===== config.mk =====
export PLATFORM = sky130hd
export DESIGN_NAME = led_breathe
export DESIGN_NICKNAME = d
export VERILOG_FILES = /design/src/rtl/led_breathe.sv
export SDC_FILE = /design/constraint.sdc
export NUM_CORES = 1
export LEC_CHECK = 0
export CAP_MARGIN = 20
export CORE_MARGIN = 2
export CORE_UTILIZATION = 30
export DETAILED_ROUTE_END_ITERATION = 7
export GPL_ROUTABILITY_DRIVEN = 0
export SYNTH_ARGS = -nofsm -noshare
export SYNTH_HDL_FRONTEND = slang
export SYNTH_SLANG_ARGS = --single-unit

===== constraint.sdc =====
create_clock -name CLK -period 3.06 [get_ports CLK]
set_input_delay 0.612 -clock CLK [delete_from_list [all_inputs] [get_ports CLK]]
set_output_delay 0.612 -clock CLK [all_outputs]
set_load 0.1 [all_outputs]

===== src/rtl/led_breathe.sv =====
// LED breathing stage: ramps a PWM duty up and down while EN is high and
// fades it out quickly when EN drops.
module led_breathe #(
  parameter int unsigned PWM_BITS = 8,
  parameter int unsigned STEP_DIV = 1024,
  parameter int unsigned MAX_DUTY = 2**PWM_BITS-1
) (
  input  logic                CLK,
  input  logic                RST_N,
  input  logic                EN,
  output logic                LED,
  output logic [PWM_BITS-1:0] DUTY,
  output logic [1:0]          PHASE,
  output logic                PEAK
);

  localparam int unsigned PreW = $clog2(STEP_DIV);
  localparam logic [PreW-1:0]     PreLast = PreW'(STEP_DIV - 1);
  localparam logic [PWM_BITS-1:0] DutyMax = PWM_BITS'(MAX_DUTY);
  localparam logic [PWM_BITS-1:0] DutyPre = PWM_BITS'(MAX_DUTY - 1);
  localparam logic [PWM_BITS-1:0] DutyOne = PWM_BITS'(1);

  localparam logic [1:0] StIdle = 2'b00;
  localparam logic [1:0] StRise = 2'b01;
  localparam logic [1:0] StFall = 2'b10;
  localparam logic [1:0] StFade = 2'b11;

  logic                en_meta_q, en_s_q;
  logic [1:0]          state_q, state_d;
  logic [PWM_BITS-1:0] duty_q, duty_d;
  logic                peak_q, peak_d;
  logic [PreW-1:0]     pre_cnt_q, pre_cnt_d;
  logic [PWM_BITS-1:0] pwm_cnt_q, pwm_cnt_d;
  logic [PWM_BITS-1:0] duty_act_q, duty_act_d;
  logic                led_q, led_d;
  logic                step;

  always_comb begin
    step = (state_q != StIdle) && (pre_cnt_q == PreLast);
    if (state_q == StIdle) begin
      pre_cnt_d = '0;
    end else if (step) begin
      pre_cnt_d = '0;
    end else begin
      pre_cnt_d = pre_cnt_q + 1'b1;
    end
  end

  always_comb begin
    state_d = state_q;
    duty_d  = duty_q;
    peak_d  = 1'b0;
    case (state_q)
      StIdle: begin
        duty_d = '0;
        if (en_s_q) state_d = StRise;
      end
      StRise: begin
        if (!en_s_q) begin
          state_d = StFade;
        end else if (step) begin
          if (duty_q >= DutyPre) begin
            duty_d  = DutyMax;
            state_d = StFall;
            peak_d  = 1'b1;
          end else begin
            duty_d = duty_q + 1'b1;
          end
        end
      end
      StFall: begin
        // Reaching zero wins over the fade request: a finished breath simply idles.
        if (step && (duty_q <= DutyOne)) begin
          duty_d  = '0;
          state_d = en_s_q ? StRise : StIdle;
        end else if (!en_s_q) begin
          state_d = StFade;
        end else if (step) begin
          duty_d = duty_q - 1'b1;
        end
      end
      default: begin
        if (duty_q == '0) begin
          state_d = StIdle;
        end else if (step) begin
          if (int'(duty_q) <= 4) begin
            duty_d  = '0;
            state_d = StIdle;
          end else begin
            duty_d = duty_q - PWM_BITS'(4);
          end
        end
      end
    endcase
  end

  // Duty is sampled only at the carrier wrap so a period never sees two duty values.
  always_comb begin
    pwm_cnt_d  = pwm_cnt_q + 1'b1;
    duty_act_d = (&pwm_cnt_q) ? duty_q : duty_act_q;
    led_d      = (pwm_cnt_q < duty_act_q);
  end

  always_ff @(posedge CLK or negedge RST_N) begin
    if (!RST_N) begin
      en_meta_q  <= 1'b0;
      en_s_q     <= 1'b0;
      state_q    <= StIdle;
      duty_q     <= '0;
      peak_q     <= 1'b0;
      pre_cnt_q  <= '0;
      pwm_cnt_q  <= '0;
      duty_act_q <= '0;
      led_q      <= 1'b0;
    end else begin
      en_meta_q  <= EN;
      en_s_q     <= en_meta_q;
      state_q    <= state_d;
      duty_q     <= duty_d;
      peak_q     <= peak_d;
      pre_cnt_q  <= pre_cnt_d;
      pwm_cnt_q  <= pwm_cnt_d;
      duty_act_q <= duty_act_d;
      led_q      <= led_d;
    end
  end

  assign LED   = led_q;
  assign DUTY  = duty_q;
  assign PHASE = state_q;
  assign PEAK  = peak_q;

endmodule

==> After elaboration in Yosys (flattened, before gate mapping) <==
Index checks and enable logic that the tools add are counted.
{ "word_totals": {"ff_bits": 40, "latch_bits": 0, "ramBits": 0, "mem_bits_ro": 0, "out_inout_bits": 12, "mem_count": 0} }
{ "classes": {"addsub": 5, "n_mul": 0, "div": 0, "n_lt_le_gt_ge": 4, "eq_ne": 12, "shifts": 0, "n_mux": 27, "bitwise": 0, "n_reduce_logical": 11} }
{ "ops": {"columns": ["operator", "n"], "rows": [
  ["$mux W8", 9],
  ["$pmux W8 S3", 1],
  ["$mux W10", 2],
  ["$mux W2", 9],
  ["$add A8 B1 Y8 const B", 2],
  ["$ne A3 B3 Y1 const B", 5],
  ["$reduce_and A6 Y1", 2],
  ["$add A10 B1 Y10 const B", 1],
  ["$eq A10 B10 Y1 const B", 1],
  ["$reduce_bool A5 Y1", 2],
  ["$ge A8 B8 Y1 const B", 1],
  ["$le A8 B1 Y1 const B", 1],
  ["$le A8 B3 Y1 const B", 1],
  ["$logic_not A8 Y1", 1],
  ["$lt A8 B8 Y1", 1],
  ["$reduce_and A8 Y1", 1],
  ["$sub A8 B1 Y8 const B", 1],
  ["$sub A8 B3 Y8 const B", 1],
  ["$ne A2 B2 Y1 const B", 3],
  ["$pmux W2 S3", 1],
  ["$mux W1", 5],
  ["$ne A4 B2 Y1 const B", 1],
  ["$reduce_bool A3 Y1", 1],
  ["$eq A2 B1 Y1 const B", 1],
  ["other kinds (4)", 5]
]} }

==> Depth between registers and ports, before layout <==
{ "logic_depth": {"depth_word": 6, "depth_mapped": 10, "ltp_nobuf": 8} }

==> Least setup slack after synthesis <==
OpenSTA, ideal clock, no wires.
{ "synth_path": {"kind": "register to register", "from": "register state_q[1] (netlist: PHASE[1])", "to": "register state_q[0] (netlist: PHASE[0])", "setup_time_ns": 0.126, "t_arrival_ns": 2.772, "t_required_ns": 2.934, "slack_ns": 0.162, "path_stages_with_launch": 10, "period_less_slack_ns": 2.898, "cell_sequence": "dfrtp_1 inv_1 ha_1 clkbuf_1 nand2_1 a21boi_0 o41ai_1 a221oi_1 a21boi_2 mux2_2"} }
{ "synth_via": {"elab_chain_cells": 5, "word_cells_on_any_way": 15, "cone_classes": "eq/ne (6); mux (2); reduce/logical (7)"} }
{ "synth_lines": {"columns": ["element", "line_no", "text"], "rows": [
  ["start: declaration", "29", "logic [1:0] state_q, state_d;"],
  ["start signal: assignment", "108", "state_q <= StIdle;"],
  ["start signal: assignment", "118", "state_q <= state_d;"],
  ["$reduce_bool A2 Y1", "39", "step = (state_q != StIdle) && (pre_cnt_q == PreLast);"],
  ["$logic_and A1 B1 Y1", "39", null],
  ["$logic_and A1 B1 Y1", "73", "if (step && (duty_q <= DutyOne)) begin"],
  ["$ne A3 B3 Y1 (no source line) / $mux W2 (equally long branches)", null, null],
  ["$reduce_and A6 Y1 (no source line) / $pmux W2 S3 (equally long branches)", null, null]
]} }
Parallel ways exist; a longest one is shown, timed or not.
A chain may end at the register's enable or synchronous reset.

==> Worst setup path in the final report <==
{ "layout_path": {"from": "register duty_q[2] (netlist: DUTY[2])", "to": "register duty_q[0] (netlist: DUTY[0])"} }
{ "layout_via": {"elab_chain_cells": 5, "word_cells_on_any_way": 17, "cone_classes": "order compare (3); eq/ne (3); mux (8); reduce/logical (3)"} }
{ "layout_lines": {"columns": ["element", "line_no", "text"], "rows": [
  ["start: declaration", "30", "logic [PWM_BITS-1:0] duty_q, duty_d;"],
  ["start signal: assignment", "119", "duty_q <= duty_d;"],
  ["$le A8 B3 Y1 / $ge A8 B8 Y1 (equally long branches)", "86, 62", null],
  ["$mux W8, on equally long branches", "86, 62", null],
  ["$mux W8, on equally long branches", "85, 61", null],
  ["$mux W8, on equally long branches", "83, 59", null],
  ["$pmux W8 S3", "53", "case (state_q)"]
]} }
Parallel ways exist; a longest one is shown, timed or not. The select of a mux whose other input is x is not followed.

==> metrics.yaml <==
outcome:
  status: "finished, final reports clean"
synth:
  syn_inst: 276
  synth_xor_area_share_pct: 5.48
  synth-simple-area-share_pct: 20.8
  async_flop_share_pct: 100
  synth_flop_cell: "dfrtp_1"
  syn_area_um2: 2560
  syn_area_per_cell_um2: 9.26
  synth_fp_nets: 299
  synth_fa_ha_area_share_pct: 9.79
  synth_seq_cells: 40
  yosysTopAreaCellShare_pct: 39.2
  synth_mux_area_share_pct: 2.10
  yosysTopAreaCell: "dfrtp_1"
  ys_seq_area_share_pct: 39.2
  synth-edff-count: 0
  yosys_warnings: 0
  yosys.cell_types.count: 51
  yosys-top-cells-area: "dfrtp_1, ha_1, nor2_1"
  synth_top_family_by_area: "simple AND/OR/NAND/NOR gates"
  synth-compound-area-share_pct: 16.9
setup_path:
  cp_num_buf_inv: 1
  crit_slowest_cell: "or4_1"
  cp_max_fo: 15
  reg2reg_depth: 8
  r2r_start: "DUTY[2]$_DFFE_PN0P_"
  required_ps: 3260
  crit_arrival_ps: 2610
  crit_chain: "inv_1 -> ha_1 -> and2b_2 -> o211ai_4 -> a21oi_2 -> o2111ai_4 -> or4_1 -> o22ai_1"
  cp-end-kind: "register"
  reg2reg_to: "DUTY[0]$_DFFE_PN0P_"
  path_delay_family: "simple AND/OR/NAND/NOR gates"
  slowest_delay_ps: 530
  critPathLaunchType: "register"
  rrSetupSlack_ps: 650
  crit_type: "register to register"
floorplan:
  io_pins: 15
  die_area_um2: 9270
  core_area_um2: 8260
  start_util_pct: 31.0
  rows: 33
  dieHeight_um: 96.3
  die_x_um: 96.3
final_layout:
  fin_area_um2: 2800
  syn_to_final_growth_pct: 9.59
  final_cell_mix: "dfrtp_1, nor2_1, o21ai_0"
  design.final.nets: 311
  mostFrequentLayoutCell: "dfrtp_1"
  drive_gt1_share_pct: 14.0
  instances_no_fill: 391
  insertedDiodeCount: 0
min_path:
  holdPathEnd: "en_s_q$_DFF_PN0_"
  min_path_type: "register to register"
  hold_start: "en_meta_q$_DFF_PN0_"
  holdPathStages: 0
sta:
  hold_violations: 0
  worst_slew_margin_rel_pct: 40.7
  period_share_pct: 78.7
  clock.fmax_mhz: 415
  finalSetupViolations: 0
  rsz0062_at_grt: "false"
  fin_crit_ps: 2410
  tns_ps: 0
  fin_skew_ps: 5.10
  tightestPinTransition_ps: 890
  drv_slew: 0
global_route:
  antenna_found_initial: 0
  grt_pass1_wl_um: 9250
  gr-total-overflow: 0
  grt_max_degree: 41
  grt_pass1_vias: 1891
  grt_usage_pct: 12.8
clocking:
  clk_transition_reported_paths_ps: 70
  clk_latency_ps: 280
  tritoncts: "yes"
  cts_hold_buf: 0
  cts_root_buf: "clkbuf_8"
  cts_setup_buffers: 0
  cts-resized-gates: 0
  numCtsBuffers: 5
  clock-sinks: 40
  cts.path.max_buffers: 2
  ctsHtreeMaxLevel: 2
place:
  dp_hpwl_um: 3870
  io_buffer_count: 14
  dp_cells: 386
  placed_cell_area_um2: 2730
route:
  drt-vias-per-instance: 5.19
  routed_wl_um: 5280
  vias: 2030
  firstDrtPassIters: 5
  ant_nets: 0
  drt_iter0_drc: 167
  wl_per_cell_um: 13.5
  drc: 0
run:
  cap_violations: 0
power:
  p_leak_nw: 1.23
  vdd_drop_max_uv: 569
  power.total_w: 0.00243
  p_per_area_nw_per_um2: 867
[area by class of cell]
cell class | count | area [µm²]
clock buffer | 5 | 68.8
fill | 872 | 5460
sequential | 40 | 1000
multi-input combinational | 206 | 1410
inverter | 19 | 71.3
timing repair buffer | 16 | 120
tap | 105 | 131
[worst reg2reg max path: cells and delay by family, from the launching register on]
kind	cells	cell delay, ps
compound gates	4	670
fa+ha+maj	1	260
buf+inv	1	160
flops	1	490
simple gates	2	750
[worst max-delay path by stage]
stage | start | end | slack [ps] | cells past startpoint
2_1_floorplan | PHASE[1]$_DFFE_PN0P_ | PHASE[0]$_DFFE_PN0P_ | 160 | 9
5_1_grt | PHASE[0]$_DFFE_PN0P_ | PHASE[0]$_DFFE_PN0P_ | 400 | 7
4_1_cts | DUTY[2]$_DFFE_PN0P_ | DUTY[0]$_DFFE_PN0P_ | 660 | 8
3_3_place_gp | PHASE[0]$_DFFE_PN0P_ | DUTY[0]$_DFFE_PN0P_ | 690 | 6
3_5_place_dp | DUTY[2]$_DFFE_PN0P_ | DUTY[0]$_DFFE_PN0P_ | 670 | 8
6_report | DUTY[2]$_DFFE_PN0P_ | DUTY[0]$_DFFE_PN0P_ | 650 | 8
[cells by family after synthesis]
logic type / after synthesis
buffers and inverters: 30
xor gates and xnor gates: 16
and+or+nand+nor: 101
AOI/OAI and AO/OA: 64
DFF: 40
adders and majority gates: 20
muxes: 5
[report_power, final]
group	internal (W)	switching, W	total, W
clock	0.000147	0.000156	0.000303
combinational	0.000447	0.000934	0.00138
sequential	0.000599	0.000145	0.000744
total	0.00119	0.00124	0.00243
[synthesized netlist by cell type (2+ instances only)]
master	instances
o21ai_0	22
nand4_1	3
inv_1	19
nand2b_1	2
o31a_2	2
a21boi_0	2
dfrtp_1	40
o31ai_1	3
o41ai_1	3
and3_2	3
mux2i_1	2
a21oi_1	13
nor4b_1	2
a31oi_1	2
nor3_1	6
and3_1	4
xor2_1	10
ha_1	20
nand2_1	18
clkbuf_1	5
o22ai_1	6
nand3_1	13
buf_2	2
and2b_2	2
clkbuf_8	2
mux2_2	3
nor4_1	4
xnor2_1	6
nor2_1	35
[sequential cells by signal (all words and copies together) (netlist names)]
register and cells:
DUTY 8, pwm_cnt_q 8, duty_act_q 8, pre_cnt_q 10, en_meta_q 1, LED 1, PEAK 1, PHASE 2
en_s_q 1
[per-layer routing]
metal / routed length (µm) / part of all wire, % / vias up / global-route usage (%)
met3: 299 / 5.7 / 6 / 3.84
met5: 0 / 0 / - / 0
met4: 65 / 1.2 / 0 / 2.93
li1: - / - / 996 / -
met1: 2580 / 49 / 961 / 18.7
met2: 2340 / 44 / 67 / 18.4
[through the flow]
stage	util, %	hold WS, ps	setup slack [ps]
finish	33.9	349	650
CTS	33.9	351	663
floorplan	-	316	162
global route	33.9	365	397
global placement	33.1	335	689
detailed placement	33.1	335	671
(Power assumes the default switching activity.)
==> variant 1: new RTL, same flow settings <==
Reset style: synchronous (`RST_N`), changed in one clocked block.
--- a/src/rtl/led_breathe.sv
+++ b/src/rtl/led_breathe.sv
@@ -102,5 +102,5 @@
   end
 
-  always_ff @(posedge CLK or negedge RST_N) begin
+  always_ff @(posedge CLK) begin
     if (!RST_N) begin
       en_meta_q  <= 1'b0;
Formal check against the unedited RTL: differs if RST_N is asserted again (counterexample within 4 cycles, from zero or initial values and one cycle with RST_N low); with RST_N held inactive, the same outputs for 10 cycles.
==> variant 1 against the original RTL <==
Setup slack improved by 0.13 ns. Total power shrank 22%. Non-clock buffer count did not move. Sequential cell count did not move. Design area is 1.6% higher. Wire length is 5.8% higher. Sequential power shrank 14%. Synthesized area is 0.88% higher.
==> variant 1: results (changes against the original RTL) <==
* Drt total wl at 5.59 mm (+5.8%)
* Dpl cells at 418 (+8.3%)
* Tot GR Track Use at 0.123 (-0.00534)
* Slew HR at 0.566 (+0.160)
* Met2 wire length at 2.45 mm (+4.7%)
* Post-synthesis xor/xnor area fraction at 0.0475 (-0.00727)
* Leakage Power at 1.08 nW (-12%)
* Clock Skews at 0.00387 ns (-0.00123 ns)
* Final core utilization at 0.345 (+0.00545)
* Syn Nets at 336 (+12%)
* Ranking of synthesized cells by area: dfxtp_1 (31%), ha_1 (9.7%), nand3_1 (4.1%), nor2_1 (3.8%), nand2_1 (3.6%)
* Final non-filler cell total at 426 (+9.0%)
* Status: finished, final reports clean
* Commonest cells in the netlist: dfxtp_1 (40), nor2_1 (26), nand2_1 (25)
* GR Layer Usage met2 at 0.182 (-0.00187)
* Fillers at 869 (-0.34%)
* M1 GR Usage at 0.178 (-0.00984)
* CP max stage cell: dfxtp_1
* Hpwl dp at 3.96 mm (+2.4%)
* Post-synthesis adder-cell area fraction at 0.0970 (-0.000855)
* Primary FF master, synth: dfxtp_1
* Critical-path maximum fanout at 11 (-4)
* Count of different cell masters after synthesis at 54 (+5.9%)
* Post-synth ARST share at 0 (-1.00)
* Mapped Area at 2580 um2 (+0.88%)
* Ratio of cells with drive above 1 in the final layout at 0.106 (-0.0339)
* Peak supply drop at 0.000265 V (-53%)
* # diodes at 0 (unchanged)
* DR vias/cell at 5.06 (-2.6%)
* First-pass GRT wire length at 9.59 mm (+3.7%)
* Initial DRC count at 177 (+6.0%)
* DP Worst Slack at 0.818 ns (+0.147 ns)
* Worst path top cell family by delay: compound AO/OA/AOI/OAI gates
* Met3 wire len at 279 um (-6.7%)
* WP data arrival at 2.47 ns (-0.14 ns)
* Number of global-route vias before repair at 1975 (+4.4%)
* DRT met1 WL at 2.80 mm (+8.6%)
* Post-synthesis compound-gate area fraction at 0.202 (+0.0330)
* Die area at 9350 um2 (+0.85%)
* Mapped Cells at 313 (+13%)
[variant 1: where the power goes]
| part | leakage [nW] | internal (mW) | total [mW] | switching [mW] |
|---|---|---|---|---|
| registers | 0.324 | 0.557 | 0.638 | 0.0814 |
| logic | 0.719 | 0.278 | 0.897 | 0.619 |
| clock network | 0.0414 | 0.162 | 0.363 | 0.200 |
[variant 1: worst paths after layout]
path / endpoint / cells past startpoint / slack (ns) / from
worst max-delay path: DUTY[4] / 8 / 0.78 / PHASE[0]
worst min register to register: en_s_q / 1 / 0.44 / en_meta_q
worst min-delay path: en_s_q / 1 / 0.44 / en_meta_q
worst max register to register: DUTY[4] / 8 / 0.78 / PHASE[0]
[variant 1: cell type report]
| type | count | share of cell area |
|---|---|---|
| Clock buffer | 6 | 0.0255 |
| Sequential cell | 40 | 0.281 |
| Tap cell | 105 | 0.0462 |
| Inverter | 17 | 0.0224 |
| Timing Repair Buffer | 16 | 0.0440 |
| Clock inverter | 2 | 0.00571 |
| Multi-Input combinational cell | 240 | 0.575 |
==> variant 2: new RTL, same flow settings <==
Made on the original files. Set the parameter `STEP_DIV` to 256 (it was 1024).
--- a/src/rtl/led_breathe.sv
+++ b/src/rtl/led_breathe.sv
@@ -3,5 +3,5 @@
 module led_breathe #(
   parameter int unsigned PWM_BITS = 8,
-  parameter int unsigned STEP_DIV = 1024,
+  parameter int unsigned STEP_DIV = 256,
   parameter int unsigned MAX_DUTY = 2**PWM_BITS-1
 ) (
Behaviour: same outputs for any inputs over 10 cycles, from zero or initial values and one cycle with RST_N low; that may be too few to reach the edited logic, so the function may still have changed.
==> variant 2 against the original RTL <==
Synthesized area down 4.4%. Wire length up 6.7%. First-iteration DRC count down 5.4%. Critical path depth unchanged. Count of clock-buffer cells in the layout unchanged. Design area down 0.18%. Setup slack worse by 0.36 ns. Sequential cell count down 2. Total power up 19%.
==> variant 2: results (changes against the original RTL) <==
* Number of global-route vias before repair at 1991 (+5.3%)
* Peak supply drop at 0.000627 V (+10%)
* Combinational group share of total power at 0.579 (+0.010)
* Clock Pin Slew Worst Setup and Hold Paths at 0.08 ns
* Register area share after synthesis at 0.389 (-0.00264)
* Max H-tree Level at 2 (unchanged)
* Reg2reg start: PHASE[0]
* Ranking of synthesized cells by area: dfrtp_1 (39%), ha_1 (10%), o21ai_0 (5.3%), xnor2_1 (3.9%), nand3_1 (3.1%)
* Slew @ Worst Pin at 0.853 ns (-0.0368 ns)
* Clock Skews at 0.00768 ns (+0.00258 ns)
* Postcts setup bufs at 0 (unchanged)
* Worst-Skew Late Latency at 0.29 ns
* Leakage Power at 1.23 nW (about the same)
* Post-synthesis xor/xnor area fraction at 0.0645 (+0.00966)
* Beginning of the worst hold path: en_meta_q
* Commonest cells in the netlist: dfrtp_1 (38), o21ai_0 (26), ha_1 (20)
* Commonest non-fill, non-tap cell in the layout: dfrtp_1
* Post-synthesis compound-gate area fraction at 0.193 (+0.0236)
* Tot GR Track Use at 0.138 (+0.0103)
* DRT Pass-1 Iters at 5 (unchanged)
* Hold Crit Class: reg2reg
* Initial DRC count at 158 (-5.4%)
* First-pass GRT wire length at 9.80 mm (+5.9%)
* Clk. pwr at 0.525 mW (+73%)
* Largest net degree at the start of global routing at 39 (-4.9%)
* Register-to-Register Path Depth at 8 (unchanged)
* Hpwl dp at 3.89 mm (+0.52%)
* Rows at 32 (-3.0%)
* Syn Nets at 285 (-4.7%)
* Dpl cells at 372 (-3.6%)
* Final non-filler cell total at 380 (-2.8%)
* Post-synthesis adder-cell area fraction at 0.102 (+0.00446)
* R2r setup slk at 0.29 ns (-0.36 ns)
* # diodes at 0 (unchanged)
* Critical-path maximum fanout at 12 (-3)
* Post-synthesis mux area share at 0.0276 (+0.00659)
* Ratio of cells with drive above 1 in the final layout at 0.144 (+0.00402)
* WHS Path Cells at 0 (unchanged)
* Avg Inst Size Synth at 9.33 um2 (+0.75%)
* Sw power at 1.47 mW (+19%)
* WP data arrival at 2.95 ns (+0.34 ns)
* Final nets at 300 (-3.5%)
* Status: finished, final reports clean
* DR vias/cell at 5.33 (+2.7%)
* Port bufs at 14 (unchanged)
* Wirelength per Cell at 14.8 um (+9.8%)
-- variant 2: path summary, 6_finish.rpt --
check | end
max | DUTY[0]
min | en_s_q
max reg2reg | DUTY[0]
min reg2reg | en_s_q
max in group asynchronous | DUTY[1]
min in group asynchronous | pwm_cnt_q[6]
-- variant 2: area by class of cell --
class | count | area, um2
fill | 780 | 5010
multi-input combinational | 193 | 1360
sequential | 38 | 951
timing repair buffer | 20 | 150
tap | 102 | 128
inverter | 19 | 71.3
clock buffer | 5 | 68.8
clock inverter | 3 | 68.8
-- variant 2: logic make-up after synthesis --
family,after synthesis
AO/OA/AOI/OAI,68
flip-flops,38
XOR/XNOR,18
buffers and inverters,31
adder cells (fa/ha/maj),20
AND/OR/NAND/NOR,81
multiplexers,6
-- variant 2: per-stage QoR --
step / hold WS [ns] / power [mW] / instance area (um2) / setup WS, ns
6_report: 0.353 / 2.90 / 2800 / 0.292
5_1_grt: 0.358 / 3.08 / 2800 / 0.0977
4_1_cts: 0.355 / 2.89 / 2800 / 0.336
3_5_place_dp: 0.336 / 2.35 / 2660 / 0.337
3_3_place_gp: 0.335 / 2.35 / 2660 / 0.445
2_1_floorplan: 0.316 / 1.99 / 2440 / 0.0101
-- variant 2: worst max-delay path: stages, from the launching register on --
cell and delay, ns:
dfrtp_1 0.43, inv_1 0.10, ha_1 0.34, inv_1 0.15, nand4_1 0.25, o31ai_4 0.51, a221o_2 0.41, o31ai_2 0.15
mux2_4 0.31
-- variant 2: metal layers --
layer,part of all wire,GRT usage
met4,0.015,0.0471
met3,0.065,0.0321
met2,0.45,0.211
met5,0,0
met1,0.47,0.191
